## config.mk

```make
export PLATFORM = sky130hd
export DESIGN_NAME = sot_align_ctrl_flat
export DESIGN_NICKNAME = d
export VERILOG_FILES = /design/src/rtl/sot_align_ctrl_if.sv /design/src/rtl/sot_align_ctrl.sv /design/src/flat_wrapper.sv
export SDC_FILE = /design/constraint.sdc
export NUM_CORES = 1
export LEC_CHECK = 0
export ABC_CLOCK_PERIOD_IN_PS = 2900
export CAP_MARGIN = 20
export CORE_MARGIN = 2
export CORE_UTILIZATION = 32
export CTS_CLUSTER_SIZE = 20
export DETAILED_ROUTE_END_ITERATION = 16
export REMOVE_ABC_BUFFERS = 1
export SYNTH_ARGS = -nofsm -noshare
export SYNTH_HDL_FRONTEND = slang
export SYNTH_SLANG_ARGS = --single-unit
export TNS_END_PERCENT = 10
```

## constraint.sdc

```tcl
create_clock -name S_AXI_ACLK -period 2.9 [get_ports S_AXI_ACLK]
set_clock_uncertainty 0.1 [all_clocks]
set_input_delay 0.29 -clock S_AXI_ACLK [delete_from_list [all_inputs] [get_ports S_AXI_ACLK]]
set_output_delay 0.29 -clock S_AXI_ACLK [all_outputs]
set_load 0.05 [all_outputs]
```

## src/rtl/sot_align_ctrl_if.sv

```systemverilog
// ----------------------------------------------------------------------------
// sot_align_ctrl_if
// Signal bundle between a sequencer (master) and the SOT alignment
// controller (slave).
//
// Request protocol: start and abort are single-cycle level requests sampled
// on the rising clock edge. There is no ready/acknowledge. A start is
// accepted only in IDLE or FAIL and is otherwise dropped. An abort is
// always accepted and wins over a start in the same cycle.
//
// Signals
//   start       master->slave  begin an alignment attempt
//   abort       master->slave  return to IDLE
//   sot_word    master->slave  registered SOT word from the capture buffer
//   bitslip_ena slave->master  capture buffer enable (0 = held cleared)
//   bitslip     slave->master  one-cycle slip pulse to the deserializer
//   busy        slave->master  alignment in progress
//   locked      slave->master  link aligned
//   fail        slave->master  ran out of slips
//   slip_count  slave->master  slips issued in the current attempt
//   lock_lost   slave->master  sticky loss-of-lock flag
//   state_dbg   slave->master  current FSM state encoding
// ----------------------------------------------------------------------------
interface sot_align_ctrl_if;
    logic       start;
    logic       abort;
    logic [7:0] sot_word;
    logic       bitslip_ena;
    logic       bitslip;
    logic       busy;
    logic       locked;
    logic       fail;
    logic [3:0] slip_count;
    logic       lock_lost;
    logic [2:0] state_dbg;

    modport master (
        output start, abort, sot_word,
        input  bitslip_ena, bitslip, busy, locked, fail, slip_count,
               lock_lost, state_dbg
    );

    modport slave (
        input  start, abort, sot_word,
        output bitslip_ena, bitslip, busy, locked, fail, slip_count,
               lock_lost, state_dbg
    );
endinterface

```

## src/rtl/sot_align_ctrl.sv

```systemverilog
// ----------------------------------------------------------------------------
// sot_align_ctrl
// Aligns a deserialized link by comparing the captured start-of-trigger word
// against SOT_PATTERN and issuing bitslip pulses until it matches
// MATCH_COUNT times in a row. Once locked, ERR_LIMIT consecutive mismatches
// flag lock_lost and send the controller back to re-settle and re-check.
//
// Ports
//   S_AXI_ACLK    clock, rising edge
//   S_AXI_ARESET  synchronous active-high reset
//   bus           sot_align_ctrl_if.slave (requests, SOT word, status)
//
// All outputs are flops loaded from the next-state decode, so they change
// in the same cycle as the state register.
// ----------------------------------------------------------------------------
module sot_align_ctrl #(
    parameter logic [7:0] SOT_PATTERN   = 8'hF0,
    parameter int         SETTLE_CYCLES = 4,
    parameter int         MATCH_COUNT   = 8,
    parameter int         MAX_SLIPS     = 8,
    parameter int         ERR_LIMIT     = 3
) (
    input  logic             S_AXI_ACLK,
    input  logic             S_AXI_ARESET,
    sot_align_ctrl_if.slave  bus
);

    typedef enum logic [2:0] {
        S_IDLE   = 3'd0,
        S_ENABLE = 3'd1,
        S_SETTLE = 3'd2,
        S_CHECK  = 3'd3,
        S_SLIP   = 3'd4,
        S_LOCKED = 3'd5,
        S_FAIL   = 3'd6
    } state_t;

    // Terminal values: a counter at *_LAST means this cycle is the last one.
    localparam logic [7:0] SETTLE_LAST = 8'(SETTLE_CYCLES - 1);
    localparam logic [7:0] MATCH_LAST  = 8'(MATCH_COUNT - 1);
    localparam logic [7:0] ERR_LAST    = 8'(ERR_LIMIT - 1);
    localparam logic [3:0] SLIP_MAX    = 4'(MAX_SLIPS);

    state_t     state_q, state_d;
    logic [7:0] settle_q, settle_d;
    logic [7:0] match_q, match_d;
    logic [7:0] err_q, err_d;
    logic [3:0] slip_q, slip_d;
    logic       lost_q, lost_d;

    logic       ena_q, ena_d;
    logic       pulse_q, pulse_d;
    logic       busy_q, busy_d;
    logic       locked_q, locked_d;
    logic       fail_q, fail_d;

    logic       word_ok;

    assign word_ok = (bus.sot_word == SOT_PATTERN);

    // ------------------------------------------------------------------
    // Next-state, counters and output decode
    // ------------------------------------------------------------------
    always_comb begin
        state_d  = state_q;
        settle_d = settle_q;
        match_d  = match_q;
        err_d    = err_q;
        slip_d   = slip_q;
        lost_d   = lost_q;

        if (bus.abort) begin
            // lock_lost deliberately survives an abort.
            state_d  = S_IDLE;
            settle_d = 8'd0;
            match_d  = 8'd0;
            err_d    = 8'd0;
            slip_d   = 4'd0;
        end else begin
            case (state_q)
                S_IDLE, S_FAIL: begin
                    // FAIL holds slip_count until a new attempt starts.
                    if (bus.start) begin
                        state_d  = S_ENABLE;
                        settle_d = 8'd0;
                        match_d  = 8'd0;
                        err_d    = 8'd0;
                        slip_d   = 4'd0;
                        lost_d   = 1'b0;
                    end
                end
                S_ENABLE: begin
                    state_d  = S_SETTLE;
                    settle_d = 8'd0;
                end
                S_SETTLE: begin
                    if (settle_q >= SETTLE_LAST) begin
                        state_d  = S_CHECK;
                        settle_d = 8'd0;
                    end else begin
                        settle_d = settle_q + 8'd1;
                    end
                end
                S_CHECK: begin
                    if (word_ok) begin
                        if (match_q != 8'hFF) match_d = match_q + 8'd1;
                        if (match_q >= MATCH_LAST) begin
                            state_d = S_LOCKED;
                            err_d   = 8'd0;
                        end
                    end else begin
                        match_d = 8'd0;
                        if (slip_q >= SLIP_MAX) begin
                            state_d = S_FAIL;
                        end else begin
                            // Count the slip together with its pulse so the
                            // count can never pass SLIP_MAX.
                            state_d = S_SLIP;
                            slip_d  = slip_q + 4'd1;
                        end
                    end
                end
                S_SLIP: begin
                    state_d  = S_SETTLE;
                    settle_d = 8'd0;
                end
                S_LOCKED: begin
                    if (word_ok) begin
                        err_d = 8'd0;
                    end else if (err_q >= ERR_LAST) begin
                        // Re-align without dropping the capture enable.
                        state_d  = S_SETTLE;
                        settle_d = 8'd0;
                        err_d    = 8'd0;
                        match_d  = 8'd0;
                        slip_d   = 4'd0;
                        lost_d   = 1'b1;
                    end else begin
                        err_d = err_q + 8'd1;
                    end
                end
                default: state_d = S_IDLE;
            endcase
        end

        ena_d    = (state_d == S_ENABLE) || (state_d == S_SETTLE) ||
                   (state_d == S_CHECK)  || (state_d == S_SLIP)   ||
                   (state_d == S_LOCKED);
        pulse_d  = (state_d == S_SLIP);
        busy_d   = (state_d == S_ENABLE) || (state_d == S_SETTLE) ||
                   (state_d == S_CHECK)  || (state_d == S_SLIP);
        locked_d = (state_d == S_LOCKED);
        fail_d   = (state_d == S_FAIL);
    end

    // ------------------------------------------------------------------
    // State and output registers
    // ------------------------------------------------------------------
    always_ff @(posedge S_AXI_ACLK) begin
        if (S_AXI_ARESET) begin
            state_q  <= S_IDLE;
            settle_q <= 8'd0;
            match_q  <= 8'd0;
            err_q    <= 8'd0;
            slip_q   <= 4'd0;
            lost_q   <= 1'b0;
            ena_q    <= 1'b0;
            pulse_q  <= 1'b0;
            busy_q   <= 1'b0;
            locked_q <= 1'b0;
            fail_q   <= 1'b0;
        end else begin
            state_q  <= state_d;
            settle_q <= settle_d;
            match_q  <= match_d;
            err_q    <= err_d;
            slip_q   <= slip_d;
            lost_q   <= lost_d;
            ena_q    <= ena_d;
            pulse_q  <= pulse_d;
            busy_q   <= busy_d;
            locked_q <= locked_d;
            fail_q   <= fail_d;
        end
    end

    assign bus.bitslip_ena = ena_q;
    assign bus.bitslip     = pulse_q;
    assign bus.busy        = busy_q;
    assign bus.locked      = locked_q;
    assign bus.fail        = fail_q;
    assign bus.slip_count  = slip_q;
    assign bus.lock_lost   = lost_q;
    assign bus.state_dbg   = state_q;

endmodule

```

## src/flat_wrapper.sv

```systemverilog
// flat-port wrapper written by rule: the top's interface ports become plain ports
module sot_align_ctrl_flat 
#(
    parameter logic [7:0] SOT_PATTERN   = 8'hF0,
    parameter int         SETTLE_CYCLES = 4,
    parameter int         MATCH_COUNT   = 8,
    parameter int         MAX_SLIPS     = 8,
    parameter int         ERR_LIMIT     = 3
)
  (S_AXI_ACLK, S_AXI_ARESET, bus_start, bus_abort, bus_sot_word, bus_bitslip_ena, bus_bitslip, bus_busy, bus_locked, bus_fail, bus_slip_count, bus_lock_lost, bus_state_dbg);
  sot_align_ctrl_if bus_i ();
  input  logic S_AXI_ACLK;
  input  logic S_AXI_ARESET;
  input wire logic [$bits(bus_i.start)-1:0] bus_start;
  input wire logic [$bits(bus_i.abort)-1:0] bus_abort;
  input wire logic [$bits(bus_i.sot_word)-1:0] bus_sot_word;
  output wire logic [$bits(bus_i.bitslip_ena)-1:0] bus_bitslip_ena;
  output wire logic [$bits(bus_i.bitslip)-1:0] bus_bitslip;
  output wire logic [$bits(bus_i.busy)-1:0] bus_busy;
  output wire logic [$bits(bus_i.locked)-1:0] bus_locked;
  output wire logic [$bits(bus_i.fail)-1:0] bus_fail;
  output wire logic [$bits(bus_i.slip_count)-1:0] bus_slip_count;
  output wire logic [$bits(bus_i.lock_lost)-1:0] bus_lock_lost;
  output wire logic [$bits(bus_i.state_dbg)-1:0] bus_state_dbg;
  assign bus_i.start = bus_start;
  assign bus_i.abort = bus_abort;
  assign bus_i.sot_word = bus_sot_word;
  assign bus_bitslip_ena = bus_i.bitslip_ena;
  assign bus_bitslip = bus_i.bitslip;
  assign bus_busy = bus_i.busy;
  assign bus_locked = bus_i.locked;
  assign bus_fail = bus_i.fail;
  assign bus_slip_count = bus_i.slip_count;
  assign bus_lock_lost = bus_i.lock_lost;
  assign bus_state_dbg = bus_i.state_dbg;
  sot_align_ctrl #(.SOT_PATTERN(SOT_PATTERN), .SETTLE_CYCLES(SETTLE_CYCLES), .MATCH_COUNT(MATCH_COUNT), .MAX_SLIPS(MAX_SLIPS), .ERR_LIMIT(ERR_LIMIT)) u_core (.S_AXI_ACLK(S_AXI_ACLK), .S_AXI_ARESET(S_AXI_ARESET), .bus(bus_i));
endmodule
```

=== Yosys cells after proc, flatten, opt, wreduce, memory -nomap -nowiden ===
Index checks and enable logic that the tools add are counted.

* $add $sub $neg: 4
* $lt $le $gt $ge: 4
* Equal/unequal tests: 22
* Multiplexer cells: 32
* Bitwise gates (word level): 1
* Reduce and logical (&&, ||, !) cells: 16

{| class="wikitable"
|+ Operators by type and width
! kind !! count
|-
| 8-bit two-way mux || 10
|-
| 8-bit one-hot mux with 3 select lines || 2
|-
| 8-bit one-hot mux with 4 select lines || 1
|-
| 8-bit by 1-bit adder with 8-bit output (second input constant) || 3
|-
| 3-bit two-way mux || 7
|-
| 4-bit two-way mux || 5
|-
| 3-bit == test (second input constant) || 6
|-
| 8-bit by 2-bit >= comparator with 1-bit output (second input constant) || 2
|-
| 3-bit one-hot mux with 5 select lines || 1
|-
| 3-bit by 2-bit == test with 1-bit output (second input constant) || 4
|-
| 4-bit one-hot mux with 3 select lines || 1
|-
| 5-bit AND reduction || 2
|-
| 8-bit == test (second input constant) || 1
|-
| 8-bit by 3-bit >= comparator with 1-bit output (second input constant) || 1
|-
| 2-bit != test (second input constant) || 4
|-
| 8-bit != test (second input constant) || 1
|-
| 4-bit AND reduction || 2
|-
| 3-bit by 1-bit == test with 1-bit output (second input constant) || 2
|-
| 2-bit by 1-bit != test with 1-bit output (second input constant) || 3
|-
| 6-bit AND reduction || 1
|-
| 2-bit OR reduction || 3
|-
| 4-bit by 1-bit adder with 4-bit output (second input constant) || 1
|-
| 4-bit >= comparator (second input constant) || 1
|-
| 1-bit logical OR || 4
|-
| 9 further kinds || 11
|}

* Register bits after elaboration: 37
* Bits of input ports: 12
* Output and inout bits: 13
* Word-level logic and storage cells: 90

=== Logic depth before layout (Yosys ltp) ===
Gate-level depths: netlist of run 1.

* Depth after elaboration: 10
* Gate-level depth with buffers: 9
* Gate-level depth less buffers: 8

=== Worst setup path after synthesis of run 1 ===
No wires, ideal clock.

* Path type: flip-flop to flip-flop
* Start point: register u_core.state_q[1] (netlist: u_core.bus.state_dbg[1])
* End point: register u_core.match_q[6]
* Setup time: 0.070 ns
* Arrival time: 2.348 ns
* Required time: 2.730 ns
* Slack: 0.381 ns
* Cell stages (with the launch flop): 9
* Path buffers: 2
* Period minus slack after synthesis: 2.519 ns
* Cells stage by stage: dfxtp_1 > buf_2 > xor2_1 > nor3_2 > a21oi_1 > buf_2 > or4b_1 > or3_1 > a21oi_1

* Longest elaborated chain between the ends: 4
* Elaborated cells on any way between the ends: 12
* Classes of those cells: eq/ne (7); mux (1); reduce/logical (4)

{| class="wikitable"
|+ Ends and longest elaborated chain
! item !! RTL line !! text
|-
| start: declaration || sot_align_ctrl.sv:44 || <nowiki>state_t state_q, state_d;</nowiki>
|-
| start signal: assignment || sot_align_ctrl.sv:173 || <nowiki>state_q <= state_d;</nowiki>
|-
| 3-bit == test / 3-bit zero test (equally long branches) || sot_align_ctrl.sv:80 || <nowiki>case (state_q)</nowiki>
|-
| 2-bit OR reduction || sot_align_ctrl.sv:80 ||
|-
| 2-bit != test (no source line) / 3-bit nonzero test (equally long branches) || n/a ||
|-
| 5-bit AND reduction (no source line) || n/a ||
|-
| end signal: assignment || sot_align_ctrl.sv:175 || <nowiki>match_q <= match_d;</nowiki>
|-
| end: declaration || sot_align_ctrl.sv:46 || <nowiki>logic [7:0] match_q, match_d;</nowiki>
|}

Several ways; a longest one is shown, not always the timed one.
A chain may end at the register's enable or synchronous reset.

=== Worst setup path after layout of run 1 ===
* Start point: register u_core.err_q[0]
* End point: register u_core.lost_q (netlist: u_core.bus.lock_lost)

* Longest elaborated chain between the ends: 3

{| class="wikitable"
|+ Ends and longest elaborated chain
! item !! RTL line !! text
|-
| start: declaration || sot_align_ctrl.sv:47 || <nowiki>logic [7:0] err_q, err_d;</nowiki>
|-
| start signal: assignment || sot_align_ctrl.sv:176 || <nowiki>err_q <= err_d;</nowiki>
|-
| 8-bit by 2-bit >= comparator with 1-bit output || sot_align_ctrl.sv:130 || <nowiki>end else if (err_q >= ERR_LAST) begin</nowiki>
|-
| 2-bit by 1-bit != test with 1-bit output (no source line) || n/a ||
|-
| 5-bit AND reduction (no source line) || n/a ||
|-
| end signal: assignment || sot_align_ctrl.sv:178 || <nowiki>lost_q <= lost_d;</nowiki>
|-
| end: declaration || sot_align_ctrl.sv:49 || <nowiki>logic lost_q, lost_d;</nowiki>
|}

No other way between the ends.

==> results of run 1 <==
layer usage:
layer  GRT usage (%)  wire, um  vias up
met5               0         0        -
li1                -         -      863
met3            4.75       174        7
met4            4.07        63        0
met1            17.7      2000      763
met2            22.3      1760       36
sequential cells by signal, summed over array words and instances, names as in the netlist:
| name | count |
|---|---|
| u_core.err_q | 8 |
| u_core.match_q | 8 |
| u_core.settle_q | 8 |
| u_core.bus.slip_count | 4 |
| u_core.bus.state_dbg | 3 |
| u_core.bus.bitslip | 1 |
| u_core.bus.bitslip_ena | 1 |
| u_core.bus.busy | 1 |
| u_core.bus.fail | 1 |
| u_core.bus.lock_lost | 1 |
| u_core.bus.locked | 1 |
worst paths after layout:
kind	to	cells after the start	slack (ns)
max	u_core.bus.lock_lost	8	0.53
min	u_core.err_q[7]	2	0.37
max reg2reg	u_core.bus.lock_lost	8	0.53
min reg2reg	u_core.err_q[7]	2	0.37
power groups by stage:
| stage | logic, W | clock network [W] | registers [W] |
|---|---|---|---|
| finish | 0.0000938 | 0.000466 | 0.000520 |
| detailed placement | 0.0000940 | 0 | 0.000532 |
| CTS | 0.0000945 | 0.000482 | 0.000520 |
| floorplan | 0.0000432 | 0 | 0.000543 |
| global placement | 0.0000938 | 0 | 0.000532 |
| global route | 0.000103 | 0.000503 | 0.000521 |
final cells by class:
type	instances	share of cell area, %
tap	72	3.96
multi-input combinational	170	44.8
timing repair buffer	28	11.9
sequential	37	32.6
clock inverter	2	1.65
clock buffer	6	3.63
inverter	9	1.49
per-stage QoR:
stage	setup WS [ns]	util (%)	cell area, um2	std cells	hold slack [ns]
3_5_place_dp	0.288	38.9	2150	316	0.356
4_1_cts	0.535	41.0	2270	324	0.375
5_1_grt	0.365	41.0	2270	324	0.396
3_3_place_gp	0.353	38.9	2150	316	0.349
2_1_floorplan	0.329	-	1790	216	0.259
6_report	0.525	41.0	2270	324	0.372
kinds of logic after synthesis:
group	after synthesis	synth area share, %
simple gates	103	29.0
compound gates	51	17.6
flops	37	40.3
buf+inv	17	4.22
xor+xnor	10	4.77
fa+ha+maj	6	4.09
cell usage after synthesis (2+ instances only):
| cell type | instances | area, um2 |
|---|---|---|
| xor2_1 | 2 | 17.5 |
| buf_2 | 5 | 25.0 |
| nor3_1 | 16 | 80.1 |
| a31oi_1 | 4 | 25.0 |
| dfxtp_1 | 37 | 741 |
| inv_1 | 9 | 33.8 |
| and3b_1 | 2 | 17.5 |
| nand3b_1 | 2 | 15.0 |
| a21o_1 | 3 | 22.5 |
| o21a_1 | 2 | 15.0 |
| a41oi_1 | 3 | 26.3 |
| nor2_1 | 26 | 97.6 |
| xnor2_1 | 8 | 70.1 |
| ha_1 | 6 | 75.1 |
| or2_2 | 2 | 12.5 |
| a211oi_1 | 2 | 15.0 |
| o31ai_1 | 2 | 15.0 |
| a21oi_1 | 19 | 95.1 |
| nand4_1 | 4 | 25.0 |
| nor4_1 | 6 | 37.5 |
| or4_1 | 4 | 30.0 |
| o21ai_0 | 8 | 40.0 |
| nand3_1 | 9 | 45.0 |
| or3_1 | 4 | 25.0 |
| nand2_1 | 19 | 71.3 |
critical path, cell delays in order, from the launching register on:
cell	delay (ns)
dfxtp_1	0.40
inv_1	0.06
ha_1	0.18
or4_1	0.43
nor2_1	0.20
o21ai_1	0.11
a31oi_1	0.38
nand2_1	0.14
o221a_2	0.28
==> summary.txt, run 1 <==
Cells after Synth: 224
Max-cap violations: 0
Synth warn: 0
CP required: 2.99 ns
# clock sinks: 37
FF+latch area: 741 um2
DR vias: 1669
Final Critical Period: 2.37 ns
CTS Buffer Depth: 2
Outcome: finished clean
Sequential share of power: 48.2%
Antenna Cells: 0
Core Box Area: 5540 um2
Most frequent cells in the layout: dfxtp_1, nor2_1, clkdlybuf4s50_1
NetSw: 0.000246 W
Clk Latency, worst-skew pair: 0.29 ns
Clock share of power: 43.2%
Unrepaired setup endpoints after global routing: no
Die span in y: 79.8 um
Kind of critical path: flip-flop to flip-flop
Slew HR: 66.3%
Clock Root Buffer: clkbuf_8
Hold_buf cts: 0
Unique masters post-synth: 45
Width of the die: 79.8 um
Vias in the first global route: 1542
Max-slew violations: 0
Post-CTS Setup Inserts: 0
Post-CTS resize count: 0
CTS Buf Count: 5
Worst slew pin tran: 0.505 ns
Pwr Total: 0.00108 W
Period utilization: 81.9%
Setup violators final: 0
Asr flop ratio synth: 0%
EDFF count, synth: 0
P_int: 0.000833 W
Peak Freq: 421 MHz
Hold_sp: u_core.err_q[7]
Global-route wire length before repair: 6.92 mm
Endpoints failing hold: 0
Post-Syn Area: 1840 um2
Clock tree from TritonCTS: done
Multi-input logic area: 1020 um2
DIE AREA: 6360 um2
# IOs: 25
Sequential-to-total area share from yosys stat: 40.3%
Nets: 269
DR pass1 iterations: 4
Peak supply drop: 0.307 mV
Dpl hpwl: 3.04 mm
DR vias/cell: 5.15
Fraction of layout cells with a size suffix above 1: 7.54%
Wirelength per Cell: 12.3 um
Pwr Density: 475 nW/um2
Most common cell after layout, fill and taps aside: dfxtp_1
Fill count: 574
CP Capture Type: flip-flop
Reg2reg start: u_core.err_q[0]
Peak fanout along the critical path: 6
CP Launch Type: flip-flop
Area added between synthesis and finish: 23.8%
Total GRT Usage: 13.9%
IO buf count: 24
Hold Crit Class: flip-flop to flip-flop
Switching share of power: 22.8%
Clk slew on worst S/H paths: 0.07 ns
Worst Setup SP: u_core.err_q[0]
Syn Area/Cell: 8.20 um2
CP arrival: 2.46 ns
Initial antenna violation count: 0
DRC viols: 0
Pleak: 0.786 nW
Routed WL: 3.99 mm
Post-route ant nets: 0
CTS H-tree lvls: 2
Synth Flop Type: dfxtp_1
FF+latch count, synth: 37
Initial Utilization: 33.2%
GRT overflow: 0
Fin Setup TNS: 0 ns
Standard-cell rows: 27
Combinational Power Share: 8.7%
Gpl congestion: 0.783
Largest net degree at the start of global routing: 14
DR iter-0 viols: 68
Power figures use the tool's default switching activity.
==> inputs of run 2 (changes only) <==
ABC_CLOCK_PERIOD_IN_PS = 2400   (was 2900)
clock period = 2.4 ns   (was 2.9 ns; I/O delays follow)
==> run 2 against run 1 <==
Against the previous run:
- critical path depth up 2
- sequential share of layout area down 1.7 points
- power up 21%
- wire length up 6.5%
- cell count up 4.9%
- critical path type unchanged
- critical endpoint is now u_core.bus.bitslip_ena
==> summary.txt, run 2 (synthesis results as in run 1) <==
Peak fanout along the critical path: 5
Max-cap violations: 0
Max-slew violations: 0
CTS Buffer Depth: 2
Wirelength per Cell: 12.5 um
Nets: 285
DR WL met3: 192 um
CP Capture Type: flip-flop
GRT overflow: 0
Routed WL: 4.25 mm
CP required: 2.50 ns
Period utilization: 94.1%
IO buf count: 24
Peak Freq: 443 MHz
Hold Crit Class: flip-flop to flip-flop
DR vias/cell: 5.08
Clk slew on worst S/H paths: 0.07 ns
Final worst slack: 0.142 ns
DR iter-0 viols: 96
Initial antenna violation count: 0
CTS Buf Count: 5
Routed wl met2: 1.89 mm
Clk Latency, worst-skew pair: 0.28 ns
Inst Count DP: 332
DIE AREA: 6360 um2
Dpl hpwl: 3.19 mm
Vias in the first global route: 1645
Global-route wire length before repair: 7.65 mm
Total GRT Usage: 15.1%
Final Critical Period: 2.26 ns
Final std cells w/o fill: 340
Most frequent cells in the layout: dfxtp_1, nor2_1, clkdlybuf4s50_1
Worst path slowest cell: or4_1
Most frequent CP cell: buf_4
Endpoints failing hold: 0
Peak supply drop: 0.381 mV
Kind of critical path: flip-flop to flip-flop
# IOs: 25
Die span in y: 79.8 um
Post-CTS Setup Inserts: 0
Biggest regs: u_core.err_q (8), u_core.match_q (8), u_core.settle_q (8)
Combinational Power Share: 9.9%
# clock sinks: 37
Largest net degree at the start of global routing: 14
CP bufs+invs: 3
Cell Chain, Critical Path: inv_1 > ha_1 > or4_1 > nor2_2 > buf_4 > o21ai_1 > a31oi_2 > buf_4 > nor3_1 > a211oi_1
Antenna Cells: 0
Setup Slack @ Placement: -0.0886 ns
Core Box Area: 5540 um2
Pleak: 0.868 nW
Area added between synthesis and finish: 30.9%
Length of routed wiring on met1: 2.13 mm
DR pass1 iterations: 4
CP arrival: 2.36 ns
Clock share of power: 42.2%
Hold_buf cts: 0
CTS H-tree lvls: 2
Highest metal used: met4
Outcome: finished clean
P_int: 0.00102 W
Slew HR: 66.3%
Most common cell after layout, fill and taps aside: dfxtp_1
Setup violators final: 0
Width of the die: 79.8 um
Clock tree from TritonCTS: done
Standard-cell rows: 27
Sequential share of power: 47.9%
Initial Utilization: 33.2%
Slowest stage delay, CP: 0.45 ns
Gpl congestion: 0.786
Pwr Density: 545 nW/um2
Switching share of power: 22.2%
Worst slew pin tran: 0.504 ns
Post-route ant nets: 0
Fraction of layout cells with a size suffix above 1: 14.2%
Worst path top cell family by delay: simple AND/OR/NAND/NOR gates
Clock Root Buffer: clkbuf_8
DR vias: 1728
CP Launch Type: flip-flop
NetSw: 0.000291 W
DRC viols: 0
==> run 2: layout make-up <==
| cell class | count | area, um2 |
|---|---|---|
| sequential | 37 | 742 |
| inverter | 9 | 33.8 |
| clock inverter | 1 | 30.0 |
| multi-input combinational | 170 | 1030 |
| fill | 582 | 3140 |
| clock buffer | 7 | 86.3 |
| tap | 72 | 90.1 |
| timing repair buffer | 44 | 390 |
==> run 2: power groups by stage <==
stage	registers [W]	clock network, W	logic, W
after floorplan	0.000656	0	0.0000522
after global placement	0.000642	0	0.000127
after detailed placement	0.000642	0	0.000127
after CTS	0.000628	0.000565	0.000128
after global routing	0.000630	0.000595	0.000143
final	0.000628	0.000553	0.000129
==> run 2: worst paths after layout <==
check	startpoint	depth (start not counted)	slack (ns)	endpoint
setup reg to reg	u_core.err_q[0]	10	0.14	u_core.bus.bitslip_ena
hold reg to reg	u_core.settle_q[2]	2	0.37	u_core.settle_q[2]
setup / recovery	u_core.err_q[0]	10	0.14	u_core.bus.bitslip_ena
hold / removal	u_core.settle_q[2]	2	0.37	u_core.settle_q[2]
==> run 2: routing by layer <==
layer | vias to the layer above | global-route usage [%]
met5 | - | 0
li1 | 898 | -
met1 | 797 | 21.1
met2 | 29 | 22.8
met4 | 0 | 4.58
met3 | 4 | 3.73
==> run 2: timing repair <==
| action | CTS | global route |
|---|---|---|
| hold endpoints to repair | 0 | 0 |
| endpoints found under the setup margin | 0 | 12 |
| gates resized for setup | 0 | 4 |
==> run 2: worst min-delay path: stages (launching register included) <==
cell and delay [ns]:
dfxtp_1 0.34, nand2_1 0.06, nor2_1 0.03
==> run 2: per-stage QoR <==
step	hold WS [ns]	power [W]	util (%)	cell area (um2)	setup TNS (ns)
finish	0.371	0.00131	43.4	2400	0
detailed placement	0.357	0.000769	41.0	2270	-0.142
CTS	0.369	0.00132	43.1	2390	0
global placement	0.345	0.000769	41.0	2270	-0.0709
global route	0.405	0.00137	43.4	2400	-0.0580
floorplan	0.209	0.000708	-	1790	-0.547
